**config.mk**
```make
export PLATFORM = sky130hd
export DESIGN_NAME = odd_parity_serial_tx
export DESIGN_NICKNAME = d
export VERILOG_FILES = /design/src/rtl/serial_pkg.sv /design/src/rtl/tx_bit_timer.sv /design/src/rtl/odd_parity_serial_tx.sv
export SDC_FILE = /design/constraint.sdc
export NUM_CORES = 1
export LEC_CHECK = 0
export BUFFER_PORTS_ARGS = -buffer_cell sky130_fd_sc_hd__buf_2
export CAP_MARGIN = 20
export CORE_MARGIN = 8
export CORE_UTILIZATION = 46
export CTS_BUF_LIST = sky130_fd_sc_hd__clkbuf_4 sky130_fd_sc_hd__clkbuf_8 sky130_fd_sc_hd__clkbuf_16
export DETAILED_ROUTE_END_ITERATION = 6
export HOLD_SLACK_MARGIN = 0.03
export PLACE_DENSITY_LB_ADDON = 0.12
export SKIP_LAST_GASP = 1
export SYNTH_ARGS = -nofsm -noshare
export SYNTH_HDL_FRONTEND = slang
export SYNTH_SLANG_ARGS = --single-unit
export TNS_END_PERCENT = 1
```
**constraint.sdc**
```tcl
create_clock -name clk -period 1.6 [get_ports clk]
set_clock_uncertainty 0.2 [all_clocks]
set_input_delay 0.08 -clock clk [delete_from_list [all_inputs] [get_ports clk]]
set_output_delay 0.08 -clock clk [all_outputs]
set_load 0.05 [all_outputs]
```
**src/rtl/serial_pkg.sv**
```systemverilog
// Shared definitions for the odd-parity serial path: state codes, frame
// geometry and the parity function used by generator, transmitter and receiver.
package serial_pkg;

  localparam int FRAME_BITS = 7;
  localparam int DATA_BITS  = 4;

  typedef logic [2:0] state_t;

  localparam state_t ST_IDLE   = 3'd0;
  localparam state_t ST_START  = 3'd1;
  localparam state_t ST_DATA   = 3'd2;
  localparam state_t ST_PARITY = 3'd3;
  localparam state_t ST_STOP   = 3'd4;

  // Data plus this bit always carries an odd number of ones.
  function automatic logic odd_parity4(input logic [3:0] din);
    return ~^din;
  endfunction

endpackage

```
**src/rtl/tx_bit_timer.sv**
```systemverilog
// Bit-window timer: counts CLKS_PER_BIT cycles per frame bit and flags the
// last cycle of each window with tick.
module tx_bit_timer #(
  parameter int CLKS_PER_BIT = 4
) (
  input  logic clk,
  input  logic rst_n,
  input  logic clear,
  output logic tick
);

  localparam int CW = (CLKS_PER_BIT > 1) ? $clog2(CLKS_PER_BIT) : 1;
  localparam logic [CW-1:0] RELOAD = CW'(CLKS_PER_BIT - 1);

  logic [CW-1:0] cnt;

  // Down-counter: "clear" restarts a full window, so it loads the reload value
  // rather than zero; it also reloads itself after every tick.
  always_ff @(posedge clk or negedge rst_n) begin
    if (!rst_n) begin
      cnt <= '0;
    end else if (clear || (cnt == '0)) begin
      cnt <= RELOAD;
    end else begin
      cnt <= cnt - 1'b1;
    end
  end

  assign tick = (cnt == '0);

endmodule

```
**src/rtl/odd_parity_serial_tx.sv**
```systemverilog
// Frames 4-bit words as start, data LSB-first, odd parity and stop bits on a
// single registered line that idles high.
module odd_parity_serial_tx #(
  parameter int CLKS_PER_BIT = 4
) (
  input  logic       clk,
  input  logic       rst_n,
  input  logic [3:0] din,
  input  logic       din_valid,
  output logic       din_ready,
  output logic       tx,
  output logic       busy,
  output logic       p,
  output logic       frame_done,
  output logic [2:0] state_dbg
);

  import serial_pkg::*;

  localparam logic [1:0] LAST_IDX = 2'(DATA_BITS - 1);

  // Handshake: a word moves when din_valid && din_ready are both high at a
  // rising edge; din_valid outside IDLE is ignored and din is not re-read.
  state_t     state;
  state_t     next_state;
  logic [3:0] shift;
  logic [1:0] bit_idx;
  logic       tick;
  logic       accept;

  assign accept = din_valid && (state == ST_IDLE);

  tx_bit_timer #(
    .CLKS_PER_BIT(CLKS_PER_BIT)
  ) u_timer (
    .clk  (clk),
    .rst_n(rst_n),
    .clear(accept),
    .tick (tick)
  );

  always_ff @(posedge clk or negedge rst_n) begin
    if (!rst_n) begin
      state <= ST_IDLE;
    end else begin
      state <= next_state;
    end
  end

  always_comb begin
    next_state = state;
    case (state)
      ST_IDLE:   if (din_valid)                     next_state = ST_START;
      ST_START:  if (tick)                          next_state = ST_DATA;
      ST_DATA:   if (tick && (bit_idx == LAST_IDX)) next_state = ST_PARITY;
      ST_PARITY: if (tick)                          next_state = ST_STOP;
      ST_STOP:   if (tick)                          next_state = ST_IDLE;
      default:                                      next_state = ST_IDLE;
    endcase
  end

  always_comb begin
    din_ready  = (state == ST_IDLE);
    busy       = (state != ST_IDLE);
    frame_done = (state == ST_STOP) && tick;
    state_dbg  = state;
  end

  // tx is loaded with the value of the window that starts at this edge, so the
  // line changes exactly on window boundaries.
  always_ff @(posedge clk or negedge rst_n) begin
    if (!rst_n) begin
      shift   <= '0;
      bit_idx <= '0;
      p       <= 1'b0;
      tx      <= 1'b1;
    end else if (accept) begin
      shift   <= din;
      bit_idx <= '0;
      p       <= odd_parity4(din);
      tx      <= 1'b0;
    end else if (tick) begin
      case (state)
        ST_START: tx <= shift[0];
        ST_DATA: begin
          shift   <= {1'b0, shift[3:1]};
          bit_idx <= bit_idx + 2'd1;
          tx      <= (bit_idx == LAST_IDX) ? p : shift[1];
        end
        default:  tx <= 1'b1;
      endcase
    end
  end

endmodule
```
Word level (Yosys, flattened, before mapping)
Index checks and enable logic that the tools add are counted.
{ "totals": {"ff_bits": 13} }
{ "op_classes": {"mux": 17, "eq_ne": 10, "n_reduce_logical": 12, "add_sub_neg": 2} }
{ "op_table": {"columns": ["cell", "n"], "rows": [
  ["$mux W3", 5],
  ["$pmux W3 S5", 1],
  ["$mux W4", 3],
  ["$ne A2 B2 Y1 const B", 5],
  ["$mux W2", 4],
  ["$eq A3 B2 Y1 const B", 2],
  ["$reduce_and A5 Y1", 1],
  ["$reduce_bool A2 Y1", 2],
  ["$reduce_xnor A4 Y1", 1],
  ["$eq A3 B1 Y1 const B", 1],
  ["$eq A3 B3 Y1 const B", 1],
  ["$logic_and A1 B1 Y1", 3],
  ["$logic_not A3 Y1", 1],
  ["$mux W1", 3],
  ["$reduce_bool A3 Y1", 1],
  ["$add A2 B1 Y2 const B", 1],
  ["$eq A2 B2 Y1 const B", 1],
  ["$logic_not A2 Y1", 1],
  ["$pmux W1 S2", 1],
  ["$reduce_and A2 Y1", 1],
  ["$sub A2 B1 Y2 const B", 1],
  ["$logic_or A1 B1 Y1", 1]
]} }

Longest topological paths before layout
Gate-level depths: netlist of run 1.
{ "depth": {"depth_word": 5, "ltp_mapped": 6} }

By module
From an unflattened synthesis of run 1, not the netlist that was laid out.
{ "unflattened": {"cells_unflattened": 59, "area_unflattened_um2": 691.9} }
{ "modules_own_cells": {"columns": ["module", "cells_each", "n_inst", "seq_area_each_um2", "area_per_inst_um2"], "rows": [
  ["odd_parity_serial_tx", 52, 1, 276.5, 604.3],
  ["tx_bit_timer", 7, 1, 50.0, 87.6]
]} }

Least setup slack after synthesis of run 1
No wires, ideal clock.
{ "synth_timing": {"kind": "register to output", "startpoint": "register state[2] (netlist: state_dbg[2])", "endpoint": "output busy", "path_buffers": 1, "required_ns": 1.320, "path_slack_ns": -1.178, "path_stages_with_launch": 4, "arrival_time_ns": 2.498, "cell_sequence": "dfrtp_1 -> buf_6 -> nor3_1 -> inv_1"} }
{ "synth_between": {"elab_chain_cells": 1} }
{ "synth_rtl": {"columns": ["element", "line_no", "source"], "rows": [
  ["from (decl)", "odd_parity_serial_tx.sv:24", "state_t state;"],
  ["from (signal assigned)", "odd_parity_serial_tx.sv:46", "state <= next_state;"],
  ["$reduce_bool A3 Y1", "odd_parity_serial_tx.sv:64", "busy = (state != ST_IDLE);"],
  ["to (decl)", "odd_parity_serial_tx.sv:12", "output logic busy,"]
]} }
No other way between the ends.

Worst setup path after layout of run 1
{ "layout_timing": {"startpoint": "register state[2] (netlist: state_dbg[2])", "endpoint": "register p"} }
{ "layout_between": {"elab_chain_cells": 2} }
{ "layout_rtl": {"columns": ["element", "line_no", "source"], "rows": [
  ["$logic_not A3 Y1", "odd_parity_serial_tx.sv:31", "assign accept = din_valid && (state == ST_IDLE);"],
  ["$logic_and A1 B1 Y1", "odd_parity_serial_tx.sv:31", null],
  ["to (signal assigned)", "odd_parity_serial_tx.sv:80", "p <= odd_parity4(din);"],
  ["to (decl)", "odd_parity_serial_tx.sv:13", "output logic p,"]
]} }
No other way between the ends.
A chain may end at the register's enable or synchronous reset.

==> impl_metrics.env, run 1 <==
export IMPL_status="complete, but fails checks"
export IMPL_violations="setup timing"
export IMPL_reg2reg_to="p"
export IMPL_drc=0
export IMPL_ys_seq_area_share_pct=46.6
export IMPL_cp_data_arrival_time_ns=1.57
export IMPL_root_buffer="clkbuf_4"
export IMPL_dr_pass1_iters=3
export IMPL_tightest_slew_ns=0.581
export IMPL_cts_max_path_buffers=2
export IMPL_drt_iter0_drc=7
export IMPL_fin_cells=114
export IMPL_p_per_area_nw_per_um2=1920
export IMPL_clock_latency_ns=0.27
export IMPL_ff2ff_path_depth=4
export IMPL_final_hold_violation_count=0
export IMPL_synth_fa_ha_area_share_pct=3.57
export IMPL_ant_nets=0
export IMPL_grt_max_degree=13
export IMPL_globalplace_congestion=0.696
export IMPL_grt_pass1_vias=615
export IMPL_p_leak_nw=0.469
export IMPL_clkSinkCount=13
export IMPL_rsz0062_at_grt="true"
export IMPL_dpl_cell_count=99
export IMPL_synth_area_mux_share_pct=5.18
export IMPL_ys_types=28
export IMPL_core_area_um2=1470
export IMPL_synth_compound_area_share_pct=11.4
export IMPL_async_flop_share_pct=100
export IMPL_num_io_pins=15
export IMPL_holdWs_ns=0.0939
export IMPL_vias=588
export IMPL_maxCapViolations=0
export IMPL_place_area_um2=831
export IMPL_cts_clk_slew_worst_paths_ns=0.07
export IMPL_setup_worst_path_start="state_dbg[2]"
export IMPL_slew_headroom_pct=61.1
export IMPL_n_antenna_cell=0
export IMPL_fin_nets=108
export IMPL_numPortBuffers=14
export IMPL_via_per_inst=5.16
export IMPL_ys_ff_latch=13
export IMPL_netlist_area_um2=701
export IMPL_start_util_pct=47.6
export IMPL_yosys_area_share_simple_pct=20.0
export IMPL_hp_class="in -> async"
export IMPL_die_w_um=55.0
export IMPL_cp_slowest_cell="dfrtp_1"
export IMPL_r2r_setup_slack_ns=-0.005
export IMPL_max_freq_mhz=623
export IMPL_cts_tree="yes"
export IMPL_period_minus_slack_ns=1.60
export IMPL_synth_edf_count=0
export IMPL_synth_top_area_share_pct=42.9
export IMPL_drt_total_wl_um=1660
export IMPL_cp_start_kind="register"
export IMPL_syn2layout_area_growth_pct=42.9
export IMPL_setup_viol=1
export IMPL_dieArea_um2=3030
export IMPL_synth_xor_area_share_pct=5.00
export IMPL_synth_ff_type="dfrtp_1"
export IMPL_cts_buffers=3
export IMPL_slew_viol_final=0
export IMPL_path_cells="buf_4, nor4b_4, buf_6, mux2_4"
export IMPL_layout_drive_gt1_share_pct=37.8
export IMPL_fillers=119
export IMPL_die_h_um=55.0
export IMPL_grtUsageTotal_pct=12.5
export IMPL_seqCellArea_um2=328
export IMPL_synth_top_family_by_area="simple AND/OR/NAND/NOR gates"
export IMPL_syn_inst=67
export IMPL_antenna_found_initial=0
export IMPL_multi_input_area_um2=355
export IMPL_post_dp_hpwl_um=1090
export IMPL_worst_slack_ns=-0.00489
export IMPL_yosysTopAreaCell="dfrtp_1"
export IMPL_overflow=0
export IMPL_avgSynthCellArea_um2=10.5
export IMPL_vdd_drop_max_mv=1.02
export IMPL_p_total_mw=1.92
export IMPL_rows=14
export IMPL_critical_path_endpoint_type="register"
export IMPL_critical_path_class="reg -> reg"
export IMPL_rr_startpoint="state_dbg[2]"
export IMPL_grt_pass1_wl_um=2700
export IMPL_htree_levels=1
export IMPL_synth_fp_nets=76
export IMPL_stdcell_area_um2=1000
export IMPL_synth_warnings=0
export IMPL_crit_required_ns=1.56
export IMPL_cp_max_fo=10
export IMPL_wire_per_inst_um=14.6
export IMPL_cpPeakStageDelay_ns=0.40
export IMPL_finalCritPeriodShare_pct=100
export IMPL_synth_area_leaders="dfrtp_1 (43%), o21ai_0 (4.3%), dfstp_2 (3.8%), inv_1 (3.8%), nand2_1 (3.8%)"
-- per-layer routing --
layer  vias up  part of all wire, %  track usage, %  routed length [µm]
li1        292                    -               -                   -
met1       286                   42            14.4                 703
met2         7                   53            21.7                 879
met3         3                  3.9            4.81                  64
met4         0                 0.66            2.40                  11
met5         -                    0               0                   0
-- power by group --
part / switching, mW / leakage [nW] / total, mW / internal (mW)
registers: 0.0884 / 0.158 / 0.573 / 0.484
logic: 0.688 / 0.293 / 1.14 / 0.448
clock network: 0.0986 / 0.0184 / 0.212 / 0.114
total: 0.875 / 0.469 / 1.92 / 1.05
-- worst max-delay path by stage --
stage          slack [ns]         end
2_1_floorplan       -0.32        busy
3_3_place_gp         0.01  frame_done
3_5_place_dp       -0.001  frame_done
4_1_cts             -0.03  frame_done
5_1_grt             -0.07  frame_done
6_report           -0.005           p
-- cell usage in the layout, fill, tap and decap left out, types with 2 or more instances in the layout --
master	instances
buf_2	11
a22oi_1	3
a21oi_1	2
dfrtp_1	11
buf_4	7
nand2_1	7
nor2_1	3
o21ai_0	6
nand2b_1	2
clkbuf_4	5
nand3_1	2
inv_1	7
buf_6	5
dlygate4sd3_1	7
xnor2_1	3
-- synthesized netlist by cell type, types with 2 or more instances --
master / n
o21ai_0: 6
ha_1: 2
nor2_1: 3
nand2_1: 7
xnor2_1: 3
a21oi_1: 2
nand2b_1: 2
a22oi_1: 3
buf_6: 2
dfrtp_1: 12
nand3_1: 2
inv_1: 7
-- flip-flops by register name (all words and copies together), names as in the netlist --
register     flops
tx               1
state_dbg        3
shift            4
bit_idx          2
u_timer.cnt      2
p                1
-- critical path: cells and delay by family (launching register included) --
| kind | cells | cell delay [ns] |
|---|---|---|
| buffers and inverters | 2 | 0.33 |
| flip-flops | 1 | 0.40 |
| multiplexers | 1 | 0.29 |
| AND/OR/NAND/NOR | 1 | 0.27 |
-- timing repair --
item                                   CTS  global route
endpoints found under the hold margin   18             0
gates cloned                             0             0
hold buffers                             7             0
gates resized for setup                  6             6
setup endpoints to repair                3            21
pin swaps                                1             1
setup buffers                            3             1
-- per-stage QoR --
step / TNS (ns) / utilization [%] / setup slack [ns]
6_report: -0.00489 / 68.0 / -0.00489
5_1_grt: -0.535 / 68.0 / -0.0723
4_1_cts: -0.0656 / 66.3 / -0.0322
3_5_place_dp: -0.000978 / 56.5 / -0.000978
3_3_place_gp: 0 / 56.5 / 0.0126
2_1_floorplan: -2.31 / - / -0.322
-- layout make-up --
class / instances / area share (%)
clock buffer: 4 / 3.00
inverter: 7 / 2.63
multi-input combinational: 43 / 35.5
sequential: 13 / 32.7
tap: 16 / 2.00
timing repair buffer: 31 / 24.1
-- logic make-up (layout without fill, tap and decap cells) --
kind of cell | after synthesis | in the layout
AOI/OAI and AO/OA | 13 | 13
xor gates and xnor gates | 4 | 4
adders and majority gates | 2 | 2
buffers and inverters | 11 | 42
DFF | 13 | 13
muxes | 3 | 3
and+or+nand+nor | 21 | 21
No activity file was read; power rests on OpenSTA's default activity.
==> run 2: changes to the inputs <==
--- a/config.mk
+++ b/config.mk
@@ -13,6 +13,7 @@
 export DETAILED_ROUTE_END_ITERATION = 6
 export HOLD_SLACK_MARGIN = 0.03
 export PLACE_DENSITY_LB_ADDON = 0.12
+export REMOVE_ABC_BUFFERS = 1
 export SKIP_LAST_GASP = 1
 export SYNTH_ARGS = -nofsm -noshare
 export SYNTH_HDL_FRONTEND = slang
==> impl_metrics.env, run 2 (synthesis gave the netlist of run 1 again) <==
export IMPL_status="complete, but fails checks"
export IMPL_violations="setup timing"
export IMPL_rows=14
export IMPL_cts_buffers=3
export IMPL_top_register="shift"
export IMPL_cpPeakStageDelay_ns=0.42
export IMPL_finalCritPeriodShare_pct=100
export IMPL_cts_clk_slew_worst_paths_ns=0.08
export IMPL_fin_nets=112
export IMPL_num_io_pins=15
export IMPL_dr_pass1_iters=4
export IMPL_grt_max_degree=13
export IMPL_layout_drive_gt1_share_pct=42.2
export IMPL_core_area_um2=1470
export IMPL_final_hold_violation_count=0
export IMPL_setup_viol=3
export IMPL_final_cell_mix="buf_2 (12), buf_4 (12), dfrtp_1 (9)"
export IMPL_vdd_drop_max_mv=0.953
export IMPL_globalplace_congestion=0.777
export IMPL_p_leak_nw=0.488
export IMPL_numPortBuffers=14
export IMPL_overflow=0
export IMPL_worst_slack_ns=-0.00610
export IMPL_max_freq_mhz=623
export IMPL_drt_total_wl_um=1640
export IMPL_cp_start_kind="register"
export IMPL_slew_headroom_pct=61.7
export IMPL_holdWs_ns=0.0637
export IMPL_via_per_inst=5.08
export IMPL_n_antenna_cell=0
export IMPL_vias=599
export IMPL_dieArea_um2=3030
export IMPL_htree_levels=1
export IMPL_critical_path_endpoint_type="output pin"
export IMPL_antenna_found_initial=0
export IMPL_place_area_um2=820
export IMPL_root_buffer="clkbuf_4"
export IMPL_clkSinkCount=13
export IMPL_die_h_um=55.0
export IMPL_cp_max_fo=4
export IMPL_critical_path_class="reg -> out"
export IMPL_cp_slowest_cell="dfrtp_2"
export IMPL_p_per_area_nw_per_um2=1890
export IMPL_grtUsageTotal_pct=12.7
export IMPL_clock_latency_ns=0.28
export IMPL_drc=0
export IMPL_largest_register_ffs=4
export IMPL_pre_cts_slack_ns=0.0303
export IMPL_ant_nets=0
export IMPL_slew_viol_final=0
export IMPL_tightest_slew_ns=0.572
export IMPL_cts_tree="yes"
export IMPL_wire_per_inst_um=13.9
export IMPL_syn2layout_area_growth_pct=47.0
export IMPL_grt_pass1_vias=601
export IMPL_cts_max_path_buffers=2
export IMPL_fin_cells=118
export IMPL_maxCapViolations=0
export IMPL_hp_class="in -> async"
export IMPL_path_cells="buf_4, nor4bb_4, buf_6"
export IMPL_post_dp_hpwl_um=1080
export IMPL_cp_data_arrival_time_ns=1.33
export IMPL_dpl_cell_count=101
export IMPL_stdcell_area_um2=1030
export IMPL_start_util_pct=47.6
export IMPL_drt_iter0_drc=12
export IMPL_post_route_util_pct=70.0
export IMPL_period_minus_slack_ns=1.61
export IMPL_die_w_um=55.0
export IMPL_crit_required_ns=1.32
export IMPL_grt_pass1_wl_um=2700
export IMPL_rsz0062_at_grt="true"
==> run 2: final cells by class <==
class | count | area (µm²)
Clock buffer | 4 | 30.0
Fill cell | 117 | 442
Inverter | 7 | 26.3
Multi-Input combinational cell | 43 | 349
Sequential cell | 13 | 330
Tap cell | 16 | 20.0
Timing Repair Buffer | 35 | 274
==> run 2: timing repair <==
action,CTS,global route
buffers inserted,5,1
hold buffers,7,0
gates resized for setup,9,5
endpoints found under the hold margin,18,0
pin swaps,2,1
cloned,0,0
endpoints found under the setup margin,3,14
==> run 2: worst paths after layout <==
path / startpoint / to / slack [ns] / depth (start not counted)
setup / recovery: state_dbg[2] / frame_done / -0.006 / 3
hold / removal: rst_n / tx / 0.06 / 2
setup reg to reg: state_dbg[0] / shift[2] / 0 / 4
hold reg to reg: u_timer.cnt[0] / u_timer.cnt[0] / 0.23 / 1
max in group asynchronous: rst_n / state_dbg[1] / 0.11 / 3
min in group clk: u_timer.cnt[0] / u_timer.cnt[0] / 0.23 / 1
==> run 2: layer usage <==
metal / vias up / share of wire [%] / global-route usage (%)
li1: 302 / - / -
met1: 276 / 43 / 14.4
met2: 17 / 49 / 20.2
met3: 4 / 6.8 / 4.81
met4: 0 / 1.8 / 7.20
met5: - / 0 / 0
==> run 2: worst max-delay path, delay by kind of cell, from the launching register on <==
kind / cells / cell delay (ns)
flops: 1 / 0.42
buf+inv: 2 / 0.34
simple gates: 1 / 0.29
==> run 2: report_power, final <==
part	internal [mW]	leakage, nW	switching (mW)
combinational	0.476	0.315	0.674
sequential	0.487	0.155	0.0873
clock	0.114	0.0184	0.107
total	1.08	0.488	0.869
==> run 2: per-stage QoR <==
stage                     total power, mW  TNS [ns]
after floorplan                      1.24     -3.85
after global placement               1.52         0
after detailed placement             1.53         0
after CTS                            1.91  -0.00910
after global routing                 2.09    -0.641
final                                1.95  -0.00912
